--- config.mk ---
export PLATFORM = sky130hd
export DESIGN_NAME = ethernet_rx_header_parser_flat
export DESIGN_NICKNAME = d
export VERILOG_FILES = /design/src/rtl/ethernet_rx_header_parser_if.sv /design/src/rtl/ethernet_rx_header_parser.sv /design/src/flat_wrapper.sv
export SDC_FILE = /design/constraint.sdc
export NUM_CORES = 1
export LEC_CHECK = 0
export ABC_AREA = 1
export BUFFER_PORTS_ARGS = -buffer_cell sky130_fd_sc_hd__buf_2
export CAP_MARGIN = 40
export CORE_UTILIZATION = 50
export CTS_CLUSTER_SIZE = 30
export DETAILED_ROUTE_END_ITERATION = 8
export PLACE_DENSITY_LB_ADDON = 0.1
export SYNTH_ARGS = -nofsm -noshare
export SYNTH_HDL_FRONTEND = slang
export SYNTH_SLANG_ARGS = --single-unit
--- constraint.sdc ---
create_clock -name clk -period 2 [get_ports clk]
set_input_delay 0.3 -clock clk [delete_from_list [all_inputs] [get_ports clk]]
set_output_delay 0.3 -clock clk [all_outputs]
set_load 0.03 [all_outputs]
--- src/rtl/ethernet_rx_header_parser_if.sv ---
// Framed 32-bit byte stream between the MAC and the header parser.
// The first byte of each word sits in data[31:24]; bytes_valid counts the leading valid bytes.
interface ethernet_rx_header_parser_if;
  logic        start;
  logic        data_valid;
  logic [2:0]  bytes_valid;
  logic [31:0] data;
  logic        commit;
  logic        drop;

  modport master (output start, data_valid, bytes_valid, data, commit, drop);
  modport slave  (input  start, data_valid, bytes_valid, data, commit, drop);
endinterface

--- src/rtl/ethernet_rx_header_parser.sv ---
// Ethernet RX header parser: filters on destination MAC, strips one optional 802.1Q tag,
// and realigns the payload so that its first byte leads each output word.
//
// state   | meaning
// IDLE    | waiting for rx.start
// HEADER  | collecting MAC addresses, optional VLAN tag and ethertype
// BODY    | realigning payload bytes, one output word per input word
// DISCARD | frame rejected or runt, swallow words until commit/drop
module ethernet_rx_header_parser #(
  parameter bit VLAN_ENABLE = 1'b1
) (
  input  logic                               clk,
  input  logic                               rst_n,
  input  logic [47:0]                        our_mac,
  input  logic                               promisc,
  ethernet_rx_header_parser_if.slave         rx,
  ethernet_rx_header_parser_if.master        out,
  output logic                               hdr_valid,
  output logic [47:0]                        dst_mac,
  output logic [47:0]                        src_mac,
  output logic [15:0]                        ethertype,
  output logic                               vlan_valid,
  output logic [11:0]                        vlan_id
);

  typedef enum logic [1:0] {IDLE, HEADER, BODY, DISCARD} state_t;

  state_t      state, state_next;
  logic [2:0]  hdr_cnt;
  logic [47:0] dst_r, src_r;
  logic [11:0] vid_r;
  logic        vlan_seen;
  logic [23:0] carry;
  logic [1:0]  carry_cnt;
  logic        frame_open;
  logic        close_pend, close_commit;

  logic        full_word, dst_ok, is_tpid, type_word, hdr_done, frame_end;
  logic [47:0] dst_cand;
  logic [31:0] data_m;
  logic [2:0]  n_eff, fill;
  logic [55:0] merged;

  assign full_word = (rx.bytes_valid == 3'd4);
  assign dst_cand  = {dst_r[47:16], rx.data[31:16]};
  assign dst_ok    = (dst_cand == our_mac) || dst_cand[40] || promisc;
  assign is_tpid   = VLAN_ENABLE && (rx.data[31:16] == 16'h8100);
  assign type_word = (hdr_cnt == 3'd4) || ((hdr_cnt == 3'd3) && !is_tpid);
  assign frame_end = rx.commit || rx.drop;

  // Only the leading bytes_valid bytes take part in realignment; the rest are forced to zero.
  always_comb begin
    data_m = 32'h0;
    n_eff  = 3'd0;
    case (rx.bytes_valid)
      3'd1: begin data_m = {rx.data[31:24], 24'h0}; n_eff = 3'd1; end
      3'd2: begin data_m = {rx.data[31:16], 16'h0}; n_eff = 3'd2; end
      3'd3: begin data_m = {rx.data[31:8], 8'h0};   n_eff = 3'd3; end
      3'd4: begin data_m = rx.data;                 n_eff = 3'd4; end
      default: ;
    endcase
  end

  // Carry bytes followed directly by the new bytes, as a 7-byte left-justified window.
  assign merged = {carry, 32'h0} | ({data_m, 24'h0} >> {carry_cnt, 3'b000});
  assign fill   = {1'b0, carry_cnt} + n_eff;

  always_comb begin
    state_next = state;
    hdr_done   = 1'b0;
    if (rx.start) begin
      state_next = HEADER;
    end else begin
      case (state)
        IDLE: ;
        HEADER: begin
          if (frame_end) begin
            state_next = IDLE;
          end else if (rx.data_valid) begin
            if (!full_word) begin
              state_next = DISCARD;
            end else if ((hdr_cnt == 3'd1) && !dst_ok) begin
              state_next = DISCARD;
            end else if (type_word) begin
              hdr_done   = 1'b1;
              state_next = BODY;
            end
          end
        end
        BODY:    if (frame_end) state_next = IDLE;
        DISCARD: if (frame_end) state_next = IDLE;
        default: state_next = IDLE;
      endcase
    end
  end

  always_ff @(posedge clk or negedge rst_n) begin
    if (!rst_n) state <= IDLE;
    else        state <= state_next;
  end

  always_ff @(posedge clk or negedge rst_n) begin
    if (!rst_n) begin
      hdr_cnt          <= 3'd0;
      dst_r            <= 48'h0;
      src_r            <= 48'h0;
      vid_r            <= 12'h0;
      vlan_seen        <= 1'b0;
      carry            <= 24'h0;
      carry_cnt        <= 2'd0;
      frame_open       <= 1'b0;
      close_pend       <= 1'b0;
      close_commit     <= 1'b0;
      hdr_valid        <= 1'b0;
      dst_mac          <= 48'h0;
      src_mac          <= 48'h0;
      ethertype        <= 16'h0;
      vlan_valid       <= 1'b0;
      vlan_id          <= 12'h0;
      out.start        <= 1'b0;
      out.data_valid   <= 1'b0;
      out.bytes_valid  <= 3'd0;
      out.data         <= 32'h0;
      out.commit       <= 1'b0;
      out.drop         <= 1'b0;
    end else begin
      hdr_valid        <= 1'b0;
      out.start        <= 1'b0;
      out.data_valid   <= 1'b0;
      out.bytes_valid  <= 3'd0;
      out.data         <= 32'h0;
      out.commit       <= 1'b0;
      out.drop         <= 1'b0;

      // Close that was deferred behind the final partial word.
      if (close_pend) begin
        close_pend <= 1'b0;
        if (close_commit) out.commit <= 1'b1;
        else              out.drop   <= 1'b1;
      end

      if (rx.start) begin
        hdr_cnt   <= 3'd0;
        carry     <= 24'h0;
        carry_cnt <= 2'd0;
        vlan_seen <= 1'b0;
        if (frame_open) begin
          out.drop   <= 1'b1;
          frame_open <= 1'b0;
        end
      end else begin
        case (state)
          HEADER: begin
            if (rx.data_valid && !frame_end && full_word) begin
              hdr_cnt <= hdr_cnt + 3'd1;
              case (hdr_cnt)
                3'd0: dst_r[47:16] <= rx.data;
                3'd1: begin
                  dst_r[15:0]  <= rx.data[31:16];
                  src_r[47:32] <= rx.data[15:0];
                end
                3'd2: src_r[31:0] <= rx.data;
                3'd3: if (is_tpid) begin
                  vid_r     <= rx.data[11:0];
                  vlan_seen <= 1'b1;
                end
                default: ;
              endcase
              if (hdr_done) begin
                hdr_valid  <= 1'b1;
                out.start  <= 1'b1;
                frame_open <= 1'b1;
                dst_mac    <= dst_r;
                src_mac    <= src_r;
                ethertype  <= rx.data[31:16];
                vlan_valid <= vlan_seen;
                vlan_id    <= vlan_seen ? vid_r : 12'h0;
                carry      <= {rx.data[15:0], 8'h0};
                carry_cnt  <= 2'd2;
              end
            end
          end
          BODY: begin
            if (frame_end) begin
              frame_open <= 1'b0;
              carry      <= 24'h0;
              carry_cnt  <= 2'd0;
              if (carry_cnt != 2'd0) begin
                out.data_valid  <= 1'b1;
                out.data        <= {carry, 8'h0};
                out.bytes_valid <= {1'b0, carry_cnt};
                close_pend      <= 1'b1;
                close_commit    <= rx.commit;
              end else if (rx.commit) begin
                out.commit <= 1'b1;
              end else begin
                out.drop <= 1'b1;
              end
            end else if (rx.data_valid && (n_eff != 3'd0)) begin
              // fill is 4..7 when a word completes, so fill[1:0] is the leftover count either way.
              carry_cnt <= fill[1:0];
              if (fill[2]) begin
                out.data_valid  <= 1'b1;
                out.data        <= merged[55:24];
                out.bytes_valid <= 3'd4;
                carry           <= merged[23:0];
              end else begin
                carry <= merged[55:32];
              end
            end
          end
          default: ;
        endcase
      end
    end
  end

endmodule

--- src/flat_wrapper.sv ---
// flat-port wrapper written by rule: the top's interface ports become plain ports
module ethernet_rx_header_parser_flat 
#(
  parameter bit VLAN_ENABLE = 1'b1
)
  (clk, rst_n, our_mac, promisc, hdr_valid, dst_mac, src_mac, ethertype, vlan_valid, vlan_id, rx_start, rx_data_valid, rx_bytes_valid, rx_data, rx_commit, rx_drop, out_start, out_data_valid, out_bytes_valid, out_data, out_commit, out_drop);
  ethernet_rx_header_parser_if rx_i ();
  ethernet_rx_header_parser_if out_i ();
  input  logic clk;
  input  logic rst_n;
  input  logic [47:0] our_mac;
  input  logic promisc;
  output logic hdr_valid;
  output logic [47:0] dst_mac;
  output logic [47:0] src_mac;
  output logic [15:0] ethertype;
  output logic vlan_valid;
  output logic [11:0] vlan_id;
  input wire logic [$bits(rx_i.start)-1:0] rx_start;
  input wire logic [$bits(rx_i.data_valid)-1:0] rx_data_valid;
  input wire logic [$bits(rx_i.bytes_valid)-1:0] rx_bytes_valid;
  input wire logic [$bits(rx_i.data)-1:0] rx_data;
  input wire logic [$bits(rx_i.commit)-1:0] rx_commit;
  input wire logic [$bits(rx_i.drop)-1:0] rx_drop;
  output wire logic [$bits(out_i.start)-1:0] out_start;
  output wire logic [$bits(out_i.data_valid)-1:0] out_data_valid;
  output wire logic [$bits(out_i.bytes_valid)-1:0] out_bytes_valid;
  output wire logic [$bits(out_i.data)-1:0] out_data;
  output wire logic [$bits(out_i.commit)-1:0] out_commit;
  output wire logic [$bits(out_i.drop)-1:0] out_drop;
  assign rx_i.start = rx_start;
  assign rx_i.data_valid = rx_data_valid;
  assign rx_i.bytes_valid = rx_bytes_valid;
  assign rx_i.data = rx_data;
  assign rx_i.commit = rx_commit;
  assign rx_i.drop = rx_drop;
  assign out_start = out_i.start;
  assign out_data_valid = out_i.data_valid;
  assign out_bytes_valid = out_i.bytes_valid;
  assign out_data = out_i.data;
  assign out_commit = out_i.commit;
  assign out_drop = out_i.drop;
  ethernet_rx_header_parser #(.VLAN_ENABLE(VLAN_ENABLE)) u_core (.clk(clk), .rst_n(rst_n), .our_mac(our_mac), .promisc(promisc), .rx(rx_i), .out(out_i), .hdr_valid(hdr_valid), .dst_mac(dst_mac), .src_mac(src_mac), .ethertype(ethertype), .vlan_valid(vlan_valid), .vlan_id(vlan_id));
endmodule
==> results by stage <==
Status:
- The run finished, with violations left.
- The checks that failed: setup timing.

Critical path:
- For the worst flop-to-flop path, the logic depth is 9.
- Of all nets on the critical path, the largest fanout is 7.
- The instance count on the critical path is 9.
- The endpoint arrival time on the critical path is 2430 ps.
- The cell family contributing the most delay on the critical path is adder cells.
- The kind of start point of the critical path is a flip-flop.
- The cell at the slowest stage of the critical path is sky130_fd_sc_hd__dfrtp_1.
- For the worst setup path, the data required time is 2380 ps.
- The worst setup path is of the flip-flop to flip-flop kind.
- Counting both buffers and inverters, the worst setup path holds a total of 3.
- Walking the worst path, the cells encountered are ha_2 -> fa_2 -> xor2_2 -> inv_2 -> nand3_4 -> nor2_4 -> buf_12 -> buf_8 -> a32o_2.
- The kind of end point of the critical path is a flip-flop.
- In this design, the stage delay of the slowest critical-path cell is 390 ps.

Global route:
- The residual overflow from global routing is 0.
- The global-route wire length before repair is 68200 µm.
- The initial antenna violation count is 2.
- The combined global-route utilization of all metal layers is 31.9%.
- The largest net degree at the start of global routing is 78.
- The via count of the first global-routing pass came to 12191.

Power and ir drop:
- The clock network is responsible for 41.5% of the overall power.
- Dividing total power by cell area gives a power density of 777 nW/µm².
- Of the total power, registers draw 45.5%.
- In this run the static leakage power is 9.78 nW.
- The share of total power consumed by net switching is 26.4%.
- Summing internal, switching and leakage power gives 14.2 mW.
- The internal portion of the total power is 10.5 mW.
- Of the total power, combinational logic draws 13.0%.
- Summed over all nets, the switching power comes to 3.75 mW.
- The peak supply drop is 600 µV.

Clocking:
- The clock latency on the worst-skew pair is 510 ps.
- The maximum number of buffers from clock root to sink is 3.
- The clock input transition at the sequential cells of the worst setup and hold paths is 60 ps.
- TritonCTS built the clock tree.
- The number of levels in the clock H-tree is 2.
- The tree is rooted in a sky130_fd_sc_hd__clkbuf_16.
- The number of sinks on the clock net is 307.
- The number of buffers inserted during clock tree synthesis is 34.

Final layout:
- The area overhead of the layout relative to synthesis is 34.2%.
- The number of nets in the layout is 2138.
- The final core area utilization is 68.1%.
- Counting the fill cells in the layout gives 2241.
- Of the cells placed in the final design, the portion with a size suffix greater than 1 is 27.8%.

Yosys:
- After synthesis the netlist holds a flip-flop and latch count of 307.
- The cell count after synthesis is 1639.
- Sequential cells were found to cover 56.3% of the synthesized design area.
- In this run the mean area of a mapped cell was 8.32 µm².
- During synthesis, Yosys emitted a total of 0 warnings.
- Counting distinct cell types in the post-synthesis netlist gives 39.
- Among all flip-flop cells after synthesis, the most frequent one is sky130_fd_sc_hd__dfrtp_1.
- The combined area of all synthesized cells is 13600 µm².
- The net count after synthesis is 1736.
- Yosys mapped a number of flops with a built-in enable equal to 0.
- The async set-or-reset flop fraction in the synthesized netlist is 100%.

Floorplan:
- The die is 167 µm tall.
- The area enclosed by the die boundary is 27900 µm².
- The region available for standard cell placement spans 26900 µm².
- During I/O placement, the number of pins put on the boundary was 255.
- The floorplan has 60 rows.
- The initial utilization of the core area, before any placement, comes to 50.7%.
- The die is 167 µm wide.

Route:
- In the routed layout, each cell is associated on average with a via count of 5.36.
- The iteration count of the initial detailed-routing pass is 8.
- The detail route stage leaves a number of antenna-violating nets equal to 0.
- The routed layout has 12905 vias.
- The residual DRC count is 0.
- In the final routed layout, each cell accounts on average for 19.3 µm.
- For this block, the routed nets add up to 46500 µm of wire.
- After the first detailed-routing iteration, the DRC count stood at 1274.

Timing:
- The setup skew after layout is 13.4 ps.
- After routing, the total negative slack on setup checks comes to -114 ps.
- For the pin with the worst max-slew slack, the measured transition is 550 ps.
- Counting I/O delays and the setup requirement, the final critical path takes 2050 ps.
- The number of max-slew violations in the final report is 0.
- The timing-limited maximum frequency is 489 MHz.
- The headroom to the max-slew limit is 63.4%.
- Setup repair after global routing could not meet its margin everywhere.
- Setup violations remaining at the end of the flow were counted as 5.
- Of the available clock period, the critical path in the final layout requires 102%.
- Across all setup checks in the final design, the least slack found is -46.8 ps.
- The final hold violation count is 0.

Run:
- Across the run, the number of max-cap violations was 0.

Placement:
- The detailed placement HPWL is 30700 µm.
- At the placement stage, the worst setup path has a slack of -370 ps.
- Input and output buffers added on the ports amount to 254.
- Routability-driven placement finished with a final weighted congestion of 0.931.

Min path:
- The tightest min-delay check is of the primary input to flip-flop type.
- The number of cells on the worst hold path is 5.
worst paths after layout:
path	from	to	slack [ps]
min in group asynchronous	rst_n	u_core.src_mac[23]	310
hold reg to reg	u_core.src_r[45]	u_core.src_mac[45]	460
hold / removal	rx_data[0]	u_core.carry[8]	110
setup / recovery	u_core.carry_cnt[0]	u_core.out.data[8]	-50
setup reg to reg	u_core.carry_cnt[0]	u_core.out.data[8]	-50
max in group asynchronous	rst_n	u_core.src_mac[41]	910
layout make-up:
type / instances / area (µm²) / share of cell area [%]
sequential: 307 / 7680 / 42.0
multi-input combinational: 1140 / 5420 / 29.6
timing repair buffer: 449 / 3290 / 18.0
clock buffer: 48 / 963 / 5.27
inverter: 109 / 440 / 2.41
tap: 341 / 427 / 2.33
clock inverter: 11 / 77.6 / 0.424
antenna: 1 / 2.50 / 0.0137
per-layer routing:
layer / part of all wire, % / global-route usage, % / up-vias / routed length, µm
li1: - / - / 6035 / -
met1: 41 / 43.6 / 6195 / 19200
met3: 6.9 / 4.75 / 123 / 3230
met2: 48 / 51.8 / 552 / 22200
met4: 4.2 / 12.2 / 0 / 1960
met5: 0 / 0 / - / 0
tightest hold or removal path, stage by stage:
cell	delay, ps
sky130_fd_sc_hd__buf_2	90
sky130_fd_sc_hd__nand2_1	50
sky130_fd_sc_hd__nand2_1	60
sky130_fd_sc_hd__nand2_1	50
sky130_fd_sc_hd__nand2_1	50
power groups by stage:
stage	Combinational (mW)	Sequential, mW	Clock [mW]
detailed placement	1.71	6.56	0
global route	2.00	6.47	6.22
floorplan	0.754	6.55	0
CTS	1.73	6.45	5.98
global placement	1.69	6.55	0
finish	1.85	6.46	5.90
per-stage QoR:
step / std cells / hold WS (ps) / instance area, µm²
finish: 2406 / 112 / 18300
global route: 2405 / 122 / 18300
CTS: 2387 / 85.3 / 17700
detailed placement: 2325 / 287 / 16600
global placement: 2325 / 289 / 16600
floorplan: 1639 / 4.41 / 13700
state kept, by name, summed over array words and instances, names as in the netlist, 12 cells and up:
name and flops:
u_core.dst_mac 48, u_core.out.data 32, u_core.src_mac 48, u_core.dst_r 48
u_core.ethertype 16, u_core.vlan_id 12, u_core.src_r 48, u_core.carry 24
u_core.vid_r 12
placed cells by master, fill, tap and decap left out, types with 4 or more instances in the layout:
cell                        count
sky130_fd_sc_hd__nand2_2       18
sky130_fd_sc_hd__o21ai_0      191
sky130_fd_sc_hd__inv_2          7
sky130_fd_sc_hd__o21ai_2        4
sky130_fd_sc_hd__buf_8          4
sky130_fd_sc_hd__ha_1           5
sky130_fd_sc_hd__nor2_2         9
sky130_fd_sc_hd__a211oi_1       4
sky130_fd_sc_hd__o31ai_1        8
sky130_fd_sc_hd__clkbuf_1       8
sky130_fd_sc_hd__a21oi_1       23
sky130_fd_sc_hd__nand3_1       57
sky130_fd_sc_hd__dfrtp_1      307
sky130_fd_sc_hd__inv_1         98
sky130_fd_sc_hd__a211oi_2       4
sky130_fd_sc_hd__xnor2_1       36
sky130_fd_sc_hd__a32o_1         5
sky130_fd_sc_hd__clkinv_2       7
sky130_fd_sc_hd__nor3_1         9
sky130_fd_sc_hd__a32o_2         4
sky130_fd_sc_hd__clkbuf_8       6
sky130_fd_sc_hd__nand2_4        5
sky130_fd_sc_hd__o21a_1         8
sky130_fd_sc_hd__nor2_1        51
sky130_fd_sc_hd__nand4_1       10
sky130_fd_sc_hd__buf_12        21
sky130_fd_sc_hd__nand2_1      639
sky130_fd_sc_hd__clkbuf_16     43
sky130_fd_sc_hd__buf_4        148
sky130_fd_sc_hd__nor2_4         7
sky130_fd_sc_hd__o21ai_1       20
sky130_fd_sc_hd__buf_6         10
sky130_fd_sc_hd__buf_2        253
repair_timing:
action | 4_1_cts | 5_1_grt
hold buffers | 1 | 0
pin swaps | 2 | 21
buffers inserted | 0 | 6
endpoints found under the setup margin | 148 | 180
resized for setup | 21 | 87
gates cloned | 2 | 12
endpoints found under the hold margin | 53 | 0
cells in the mapped netlist, types with 9 or more instances:
library cell | count | share of area, %
sky130_fd_sc_hd__nand2_1 | 657 | 18
sky130_fd_sc_hd__dfrtp_1 | 307 | 56
sky130_fd_sc_hd__o21ai_0 | 204 | 7.5
sky130_fd_sc_hd__inv_1 | 99 | 2.7
sky130_fd_sc_hd__nor2_1 | 61 | 1.7
sky130_fd_sc_hd__nand3_1 | 60 | 2.2
sky130_fd_sc_hd__clkbuf_1 | 50 | 1.4
sky130_fd_sc_hd__xnor2_1 | 37 | 2.4
sky130_fd_sc_hd__buf_2 | 27 | 0.99
sky130_fd_sc_hd__a21oi_1 | 25 | 0.92
sky130_fd_sc_hd__nor3_1 | 12 | 0.44
sky130_fd_sc_hd__o21ai_1 | 11 | 0.40
sky130_fd_sc_hd__nand4_1 | 10 | 0.46
sky130_fd_sc_hd__a32o_1 | 9 | 0.66
cell families after synthesis:
| logic type | Yosys count | share of synthesized area [%] |
|---|---|---|
| AO/OA/AOI/OAI | 279 | 11.1 |
| XOR/XNOR | 38 | 2.44 |
| adder cells (fa/ha/maj) | 7 | 0.697 |
| buffers and inverters | 193 | 5.69 |
| flip-flops | 307 | 56.3 |
| AND/OR/NAND/NOR | 815 | 23.7 |
Power figures use the tool's default switching activity.
